<file path="src/rtl/mips_run_ctrl_pkg.sv">
// Shared definitions for the MIPS run controller: run-state encoding,
// 32-bit counter saturation and the halt-detection rule constants.
package mips_run_ctrl_pkg;

    // Run sequence: hold the core in reset, run it, let the pipeline drain
    // after a halt, then park until the next external reset.
    typedef enum logic [1:0] {
        HOLD  = 2'd0,
        RUN   = 2'd1,
        DRAIN = 2'd2,
        DONE  = 2'd3
    } run_state_e;

    // Flat encodings used for the state register so it can be probed as a
    // plain 2-bit vector.
    localparam logic [1:0] ST_HOLD  = HOLD;
    localparam logic [1:0] ST_RUN   = RUN;
    localparam logic [1:0] ST_DRAIN = DRAIN;
    localparam logic [1:0] ST_DONE  = DONE;

    // Cycle and retire counters stick at this value instead of wrapping.
    localparam logic [31:0] CNT_MAX = 32'hFFFF_FFFF;

    // Repeat count loaded when a retire lands on a PC different from the
    // previous one; a matching PC adds REP_STEP instead.
    localparam int REP_FIRST = 1;
    localparam int REP_STEP  = 1;

    // Saturating increment for the 32-bit run counters.
    function automatic logic [31:0] sat_inc(input logic [31:0] v);
        return (v == CNT_MAX) ? v : v + 32'd1;
    endfunction

endpackage

</file>
<file path="src/rtl/pc_history_ring.sv">
// Ring buffer of the most recently retired PCs. rd_idx = 0 returns the
// newest entry, rd_idx = k the entry written k retires earlier. Entries
// never written since reset read as zero. HIST_DEPTH must be a power of two
// so the pointer arithmetic wraps naturally.
module pc_history_ring
    import mips_run_ctrl_pkg::*;
#(
    parameter int HIST_DEPTH = 8
) (
    input  logic                          clk,
    input  logic                          reset,
    input  logic                          wr_en,
    input  logic [31:0]                   wr_pc,
    input  logic [$clog2(HIST_DEPTH)-1:0] rd_idx,
    output logic [31:0]                   rd_pc
);

    localparam int IW = $clog2(HIST_DEPTH);

    logic [31:0]   mem [HIST_DEPTH];
    logic [IW-1:0] wr_ptr;
    logic [IW-1:0] rd_addr;

    // Write the retiring PC at the pointer and advance it; reset clears
    // every entry so unwritten slots read zero.
    always_ff @(posedge clk or posedge reset) begin
        if (reset) begin
            for (int i = 0; i < HIST_DEPTH; i++) begin
                mem[i] <= '0;
            end
            wr_ptr <= '0;
        end else if (wr_en) begin
            mem[wr_ptr] <= wr_pc;
            wr_ptr      <= wr_ptr + IW'(1);
        end
    end

    // Newest entry sits one behind the write pointer; step back rd_idx more.
    always_comb begin
        rd_addr = wr_ptr - IW'(1) - rd_idx;
        rd_pc   = mem[rd_addr];
    end

endmodule

</file>
<file path="src/rtl/mips_run_ctrl.sv">
// Run controller for the MIPS CPU simulation harness: counted CPU reset
// pulse, run-cycle and retire counters, self-loop halt detection with a
// drain window, and a cycle-budget watchdog. The bench polls done.
//
// Optional feature macro: MIPS_RUN_CTRL_HIST_EN compiles in the retired-PC
// history ring behind hist_idx/hist_pc; without it hist_pc reads zero.
//
// Retire stream: retire_valid has no ready. Every cycle it is high one
// instruction retires and is either counted (RUN, DRAIN) or ignored
// (HOLD, DONE); the core is never back-pressured.
module mips_run_ctrl
    import mips_run_ctrl_pkg::*;
#(
    parameter int RST_CYCLES   = 4,
    parameter int MAX_CYCLES   = 1000,
    parameter int HALT_REPEAT  = 3,
    parameter int DRAIN_CYCLES = 8,
    parameter int HIST_DEPTH   = 8
) (
    input  logic                          clk,
    input  logic                          reset,
    input  logic                          retire_valid,
    input  logic [31:0]                   retire_pc,
    output logic                          cpu_reset,
    output logic [31:0]                   cycle_cnt,
    output logic [31:0]                   retire_cnt,
    output logic                          halted,
    output logic                          timeout,
    output logic                          done,
    input  logic [$clog2(HIST_DEPTH)-1:0] hist_idx,
    output logic [31:0]                   hist_pc
);

    localparam int HOLD_W  = (RST_CYCLES > 1) ? $clog2(RST_CYCLES) : 1;
    localparam int DRAIN_W = (DRAIN_CYCLES > 1) ? $clog2(DRAIN_CYCLES) : 1;
    localparam int REP_W   = $clog2(HALT_REPEAT + 1);

    localparam logic [HOLD_W-1:0]  HOLD_LAST  = HOLD_W'(RST_CYCLES - 1);
    localparam logic [HOLD_W-1:0]  HOLD_ONE   = HOLD_W'(1);
    localparam logic [DRAIN_W-1:0] DRAIN_LAST = DRAIN_W'(DRAIN_CYCLES - 1);
    localparam logic [DRAIN_W-1:0] DRAIN_ONE  = DRAIN_W'(1);
    localparam logic [REP_W-1:0]   REP_LOAD   = REP_W'(REP_FIRST);
    localparam logic [REP_W-1:0]   REP_INC    = REP_W'(REP_STEP);
    localparam logic [REP_W-1:0]   REP_TARGET = REP_W'(HALT_REPEAT);
    localparam logic [31:0]        MAX_CNT    = 32'(MAX_CYCLES);

    // Registered state (state is kept as a plain vector for probing)
    logic [1:0]         state;
    logic [HOLD_W-1:0]  hold_cnt;
    logic [DRAIN_W-1:0] drain_cnt;
    logic [REP_W-1:0]   rep_cnt;
    logic [31:0]        last_pc;

    // Next-state values
    logic [1:0]         state_n;
    logic [HOLD_W-1:0]  hold_n;
    logic [DRAIN_W-1:0] drain_n;
    logic [REP_W-1:0]   rep_n;
    logic [31:0]        last_pc_n;
    logic               cpu_reset_n;
    logic [31:0]        cycle_n;
    logic [31:0]        retire_n;
    logic               halted_n;
    logic               timeout_n;
    logic               done_n;

    logic [REP_W-1:0]   rep_next;
    logic               halt_hit;
    logic               timeout_hit;

    // Sequencer: decide next state, counters and flags for this edge.
    always_comb begin
        state_n     = state;
        hold_n      = hold_cnt;
        drain_n     = drain_cnt;
        rep_n       = rep_cnt;
        last_pc_n   = last_pc;
        cpu_reset_n = cpu_reset;
        cycle_n     = cycle_cnt;
        retire_n    = retire_cnt;
        halted_n    = halted;
        timeout_n   = timeout;
        done_n      = done;

        // A retire at the previous PC extends the run, anything else restarts it.
        rep_next    = (retire_pc == last_pc) ? (rep_cnt + REP_INC) : REP_LOAD;
        halt_hit    = 1'b0;
        // The budget trips on the edge that would make cycle_cnt reach MAX_CYCLES.
        timeout_hit = (sat_inc(cycle_cnt) == MAX_CNT);

        case (state)
            ST_HOLD: begin
                hold_n = hold_cnt + HOLD_ONE;
                if (hold_cnt == HOLD_LAST) begin
                    state_n     = ST_RUN;
                    cpu_reset_n = 1'b0;
                end
            end

            ST_RUN: begin
                cycle_n = sat_inc(cycle_cnt);
                if (retire_valid) begin
                    retire_n  = sat_inc(retire_cnt);
                    rep_n     = rep_next;
                    last_pc_n = retire_pc;
                    halt_hit  = (rep_next == REP_TARGET);
                end
                // Timeout takes precedence over a halt on the same edge.
                if (timeout_hit) begin
                    state_n   = ST_DONE;
                    timeout_n = 1'b1;
                    done_n    = 1'b1;
                end else if (halt_hit) begin
                    state_n  = ST_DRAIN;
                    halted_n = 1'b1;
                end
            end

            ST_DRAIN: begin
                // Retires still count here, but halt detection is frozen.
                cycle_n = sat_inc(cycle_cnt);
                if (retire_valid) begin
                    retire_n = sat_inc(retire_cnt);
                end
                drain_n = drain_cnt + DRAIN_ONE;
                if (timeout_hit) begin
                    state_n   = ST_DONE;
                    timeout_n = 1'b1;
                    done_n    = 1'b1;
                end else if (drain_cnt == DRAIN_LAST) begin
                    state_n = ST_DONE;
                    done_n  = 1'b1;
                end
            end

            default: begin
                // DONE: everything frozen until the external reset.
            end
        endcase
    end

    // State and output registers; reset drops everything back to HOLD at once.
    always_ff @(posedge clk or posedge reset) begin
        if (reset) begin
            state      <= ST_HOLD;
            hold_cnt   <= '0;
            drain_cnt  <= '0;
            rep_cnt    <= '0;
            last_pc    <= '0;
            cpu_reset  <= 1'b1;
            cycle_cnt  <= '0;
            retire_cnt <= '0;
            halted     <= 1'b0;
            timeout    <= 1'b0;
            done       <= 1'b0;
        end else begin
            state      <= state_n;
            hold_cnt   <= hold_n;
            drain_cnt  <= drain_n;
            rep_cnt    <= rep_n;
            last_pc    <= last_pc_n;
            cpu_reset  <= cpu_reset_n;
            cycle_cnt  <= cycle_n;
            retire_cnt <= retire_n;
            halted     <= halted_n;
            timeout    <= timeout_n;
            done       <= done_n;
        end
    end

`ifdef MIPS_RUN_CTRL_HIST_EN
    logic hist_wr;

    // History records exactly the retires that the retire counter counts.
    assign hist_wr = retire_valid && ((state == ST_RUN) || (state == ST_DRAIN));

    pc_history_ring #(
        .HIST_DEPTH (HIST_DEPTH)
    ) u_pc_history_ring (
        .clk    (clk),
        .reset  (reset),
        .wr_en  (hist_wr),
        .wr_pc  (retire_pc),
        .rd_idx (hist_idx),
        .rd_pc  (hist_pc)
    );
`else
    logic hist_idx_unused;

    // No history storage: read index is ignored and the read port is zero.
    assign hist_idx_unused = ^hist_idx;
    assign hist_pc         = '0;
`endif

endmodule

</file>
<file path="config.mk">
export PLATFORM = sky130hd
export DESIGN_NAME = mips_run_ctrl
export DESIGN_NICKNAME = d
export VERILOG_FILES = /design/src/rtl/mips_run_ctrl_pkg.sv /design/src/rtl/pc_history_ring.sv /design/src/rtl/mips_run_ctrl.sv
export SDC_FILE = /design/constraint.sdc
export NUM_CORES = 1
export LEC_CHECK = 0
export CAP_MARGIN = 20
export CORE_ASPECT_RATIO = 0.6
export CORE_MARGIN = 5
export CORE_UTILIZATION = 51
export CTS_CLUSTER_SIZE = 12
export DETAILED_ROUTE_END_ITERATION = 16
export GPL_TIMING_DRIVEN = 0
export PLACE_DENSITY_LB_ADDON = 0.05
export SYNTH_ARGS = -nofsm -noshare
export SYNTH_HDL_FRONTEND = slang
export SYNTH_SLANG_ARGS = --single-unit
</file>
<file path="constraint.sdc">
create_clock -name clk -period 4.7 [get_ports clk]
set_input_delay 1.41 -clock clk [delete_from_list [all_inputs] [get_ports clk]]
set_output_delay 1.41 -clock clk [all_outputs]
set_load 0.1 [all_outputs]
</file>
Word-level counts from Yosys, hierarchy flattened. Cells that the tools add are included.

Register bits after elaboration: 109. Input bits: 38. Output and inout bits: 100. Word-level logic and storage cells: 56.

$add $sub $neg: 5. Eq/ne operators: 13. Muxes and demuxes: 14. Bitwise logic cells: 2. Reductions and logical operators: 11.

Operators by type and width (number): adder 32 x 1 -> 32 bit (second input constant) (2); equality test 32 bit (second input constant) (2); equality test 32 x 10 -> 1 bit (second input constant) (1); equality test 32 bit (1); 2-to-1 mux 32 bit (1); 2-to-1 mux 2 bit (6); AND reduction 3 bit (3); equality test 2 bit (second input constant) (3); != test 3 bit (second input constant) (2); one-hot mux 2 bit (3 select lines) (1); AND reduction 2 bit (3); 2-to-1 mux 1 bit (5); adder 2 x 1 -> 2 bit (second input constant) (2); != test 2 bit (second input constant) (2); AND reduction 4 bit (1); adder 3 x 1 -> 3 bit (second input constant) (1); equality test 3 bit (second input constant) (1); nonzero test 3 bit (1); equality test 2 x 1 -> 1 bit (second input constant) (1); logical NOT 2 bit (1); inverter 1 bit (2); one-hot mux 1 bit (2 select lines) (1); nonzero test 2 bit (1); OR reduction 2 bit (1).

Longest topological paths before layout.
Depth after elaboration: 8. Gate-level depth with buffers: 11. Depth with buffers taken out: 10.

Least setup slack after synthesis. No wires, ideal clock.

Kind: register -> register. From: reg cycle_cnt[16]. To: reg state[0]. Library setup time: 79 ps. Arrival time: 3794 ps. Data required time: 4621 ps. Setup slack: 827 ps. Stages on the path, launching flop included: 12. Path buffers: 2. Period minus slack after synthesis: 3873 ps. Cell sequence: dfrtp_1 > buf_2 > nand4_1 > or4_4 > or4_4 > buf_6 > a311oi_2 > a31oi_1 > a211o_1 > nor4_4 > mux2i_1 > a2bb2oi_1.

Longest elaborated chain between the ends: 5. Elaborated cells between the ends (all ways): 10. Classes of those cells: 1 x add/sub; 4 x eq/ne; 4 x mux; 1 x reduce/logical.

RTL lines: from (decl) (RTL line mips_run_ctrl.sv:25) `output logic [31:0] cycle_cnt,`; from (signal assigned) (RTL line mips_run_ctrl.sv:163) `cycle_cnt <= cycle_n;`; adder 32 x 1 -> 32 bit / equality test 32 bit (equally long branches) (RTL line mips_run_ctrl_pkg.sv:31) `return (v == CNT_MAX) ? v : v + 32'd1;`; 2-to-1 mux 32 bit *; equality test 32 x 10 -> 1 bit * (RTL line mips_run_ctrl.sv:89) `timeout_hit = (sat_inc(cycle_cnt) == MAX_CNT);`; != test 3 bit (no line) (tied with other cells); AND reduction 4 bit (no line) / one-hot mux 2 bit (3 select lines) (equally long branches); to (signal assigned) (RTL line mips_run_ctrl.sv:157) `state <= state_n;`; to (decl) (RTL line mips_run_ctrl.sv:48) `logic [1:0] state;`.

Mark *: on every way between the ends. The rest lies on a longest branch, timed or not. A chain may end at the register's enable or synchronous reset.

Final worst setup path.
From: reg cycle_cnt[17]. To: reg state[0].

Same word-level chain as after synthesis.

==> reports/results.tsv <==
stage	metric	value	unit
synthesis	yosysUniqueCellTypes	56	
global_route	grt_pass1_vias	4564	
sta	tns	0	ns
final_layout	syn_to_final_growth	27.56	%
synthesis	syn_area	5921	sq um
synthesis	avgSynthCellArea	10.57	sq um
pwr	total_power	1.844	mW
sta	fmax	243.5	MHz
clock_network	root_buffer	clkbuf_16	
floorplanning	core	11340	sq um
pwr	swShare	0.2670	
global_route	antenna_found_initial	0	
detailed_routing	avgViaCountPerCell	5.360	
clock_network	cts_tree	yes	
synthesis	ys.flop_type	dfrtp_1	
synthesis	ys_seq_area_frac	0.4609	
final_layout	final_common_cell	dfrtp_1	
detailed_routing	drt_iter0_drc	433	
critical_path	cp.arrival	4.36	ns
global_route	grt_first_pass_wirelength	23430	um
sta	worst_slew_pin_slew	1.041	ns
final_layout	layout.cells.non_filler	869	
critical_path	ff2ff_path_depth	9	
clock_network	holdBufCountCts	0	
pwr	pwr-share-seq	0.508	
floorplanning	ios	138	
pwr	clockPowerShare	0.381	
detailed_routing	ant_nets	0	
final_layout	nets	751	
global_route	grt_use_met2	0.2956	
critical_path	worstSetupStartpointType	flop	
floorplanning	die_h	93.46	um
clock_network	clock_sinks	109	
final_layout	drive_above_1_share	0.1425	
clock_network	cts_buffers	9	
sta	post-route-period-util	0.8738	
critical_path	crit_fanout	7	
synthesis	ys_ff_latch	109	
final_layout	fill_cells	906	
detailed_routing	wl_per_cell	16.82	um
clock_network	clockBufferDepth	2	
clock_network	cts_setup_buffers	0	
outcome	status	completed	
sta	setup_viol_count_final	0	
floorplanning	num_rows	30	
pwr	power.leakage	3.382	nW
sta	finalHoldViolCount	0	
global_route	busiest_layer	met1	
synthesis	yosys.area.top_type_share	0.4565	
detailed_routing	vias	4658	
critical_path	reg2reg_to	state[0]	
placement	place.gp.congestion	0.9707	
global_route	grt_max_degree	66	
global_route	overflow	0	
pwr	combPwrFrac	0.111	
global_route	met1_usage	0.3150	
final_layout	antenna_cells	0	
synthesis	synthArstFlopShare	1.000	
sta	fin_crit	4.107	ns
clock_network	h-tree-depth	3	
placement	io_buffers	102	
critical_path	cp-end-kind	flop	
pwr	peakVddDrop	176.8	uV
sta	slew_violations	0	
pwr	powerDensity	244.2	nW/um^2
detailed_routing	drc_errors	0	
synthesis	synth-edff-count	0	
clock_network	cts_resized	0	
synthesis	synth_top_cell_by_area	dfrtp_1	
critical_path	critPathKind	reg -> reg	
sta	grt_setup_unrepaired	no	
detailed_routing	wl	14620	um
floorplanning	die_w	149.1	um
sta	maxSlewHeadroom	0.3040	
critical_path	r2r-start	cycle_cnt[17]	
floorplanning	start_util	0.5223	
critical_path	crit_start	cycle_cnt[17]	
worst_hold_path	hold_class	reg -> reg	
placement	place_hpwl	10730	um
pwr	power_switching	0.4923	mW
worst_hold_path	hold_depth	1	
synthesis	ys_top_cells_by_area	dfrtp_1 46%, xnor2_1 12%, mux2_2 7.0%	
critical_path	cp-endpoint	state[0]	
global_route	grtUsageTotal	0.2106	
job	drv_cap	0	
critical_path	reg2reg_slack	0.59	ns
synthesis	ys.warnings.count	0	
clock_network	path_clk_slew	0.07	ns
placement	place_inst	854	
clock_network	clk_latency	0.34	ns
detailed_routing	drt_first_pass_iters	5	
sta	fin_skew	0.008453	ns
final_layout	layout_common_cells	108 x dfrtp_1, 102 x clkdlybuf4s50_1, 80 x xnor2_1, 45 x nand2_1, 37 x mux2_2	
floorplanning	die-area	13930	sq um
critical_path	required	4.95	ns
pwr	internal_power	1.352	mW
global_route	grtUsageMet3	0.07215	
synthesis	synthCells	560	
-- final cells by class --
cell class              count  area [sq um]  area share
multi-input cells         419          2937      0.3888
clock buffers              10         229.0     0.03032
clock inverters             5         35.03    0.004639
plain buffers              50         322.8     0.04274
repair buffers            103          1049      0.1388
well taps                 160         200.2     0.02651
flip-flops and latches    109          2729      0.3613
inverters                  13         51.30    0.006793
-- power by group through the flow --
| stage | combinational [mW] | clock [mW] | sequential, mW |
|---|---|---|---|
| floorplan | 0.158 | 0 | 0.956 |
| global placement | 0.199 | 0 | 0.956 |
| detailed placement | 0.204 | 0 | 0.956 |
| CTS | 0.204 | 0.723 | 0.937 |
| global route | 0.215 | 0.760 | 0.937 |
| finish | 0.204 | 0.703 | 0.937 |
-- cells in the mapped netlist, drive strengths merged (2+ instances only) --
cell    instances
dfrtp         108
xnor2          80
nand2          45
buf            39
mux2           37
nand3          35
nor2           31
xor2           26
nand4          21
and3           15
inv            13
and4           11
clkbuf         11
nor4            9
ha              8
nor3            7
o21ai           7
a21oi           5
and2            5
o22ai           4
a211oi          3
a31oi           3
a211o           2
a311o           2
mux2i           2
nand2b          2
o311ai          2
o31a            2
o31ai           2
o41ai           2
or3             2
or4             2
-- stage by stage --
step / hold slack, ns / instance area [sq um] / setup WS [ns] / util
after floorplan: 0.4428 / 6037 / 0.4177 / -
after global placement: 0.4583 / 7258 / -1.224 / 0.6403
after detailed placement: 0.4646 / 7288 / 0.9304 / 0.6429
after CTS: 0.4805 / 7552 / 0.8724 / 0.6662
after global routing: 0.4951 / 7552 / 0.4815 / 0.6662
final: 0.4777 / 7552 / 0.5932 / 0.6662
-- worst max-delay path, cell delays in order, from the launching register on --
cell and delay, ns:
dfrtp_1 0.58, nand4_1 0.42, or4_4 0.58, nor3_1 0.34, nand3_1 0.18, a2111oi_0 0.66, nand4_1 0.27, nor4_4 0.50
mux2i_1 0.27, a2bb2oi_1 0.21
-- registers in the layout, indices dropped and copies added, names as in the netlist --
name,count
cpu_reset,1
cycle_cnt,32
done,1
drain_cnt,3
halted,1
hold_cnt,2
last_pc,32
rep_cnt,2
retire_cnt,32
state,2
timeout,1
-- worst min-delay path by stage --
stage / slack (ns) / start / endpoint
after floorplan: 0.44 / rep_cnt[1] / rep_cnt[1]
after global placement: 0.46 / halted / halted
after detailed placement: 0.46 / done / done
after CTS: 0.48 / hold_cnt[0] / hold_cnt[0]
after global routing: 0.50 / drain_cnt[0] / drain_cnt[0]
final: 0.48 / done / done
-- cells by family after synthesis --
family | share of synthesized area
AND/OR/NAND/NOR | 0.1741
flip-flops | 0.4609
XOR/XNOR | 0.1568
buffers and inverters | 0.06276
AO/OA/AOI/OAI | 0.05410
multiplexers | 0.07375
adder cells (fa/ha/maj) | 0.01691
other | 0.0006334
-- per-layer routing --
metal,wire (um),vias to the layer above,part of all wire
li1,-,2186,-
met2,5995,215,0.41
met1,6803,2236,0.47
met3,1691,21,0.12
met5,0,-,0
met4,126,0,0.0086
Note: power is estimated with default switching activity, not from simulation.
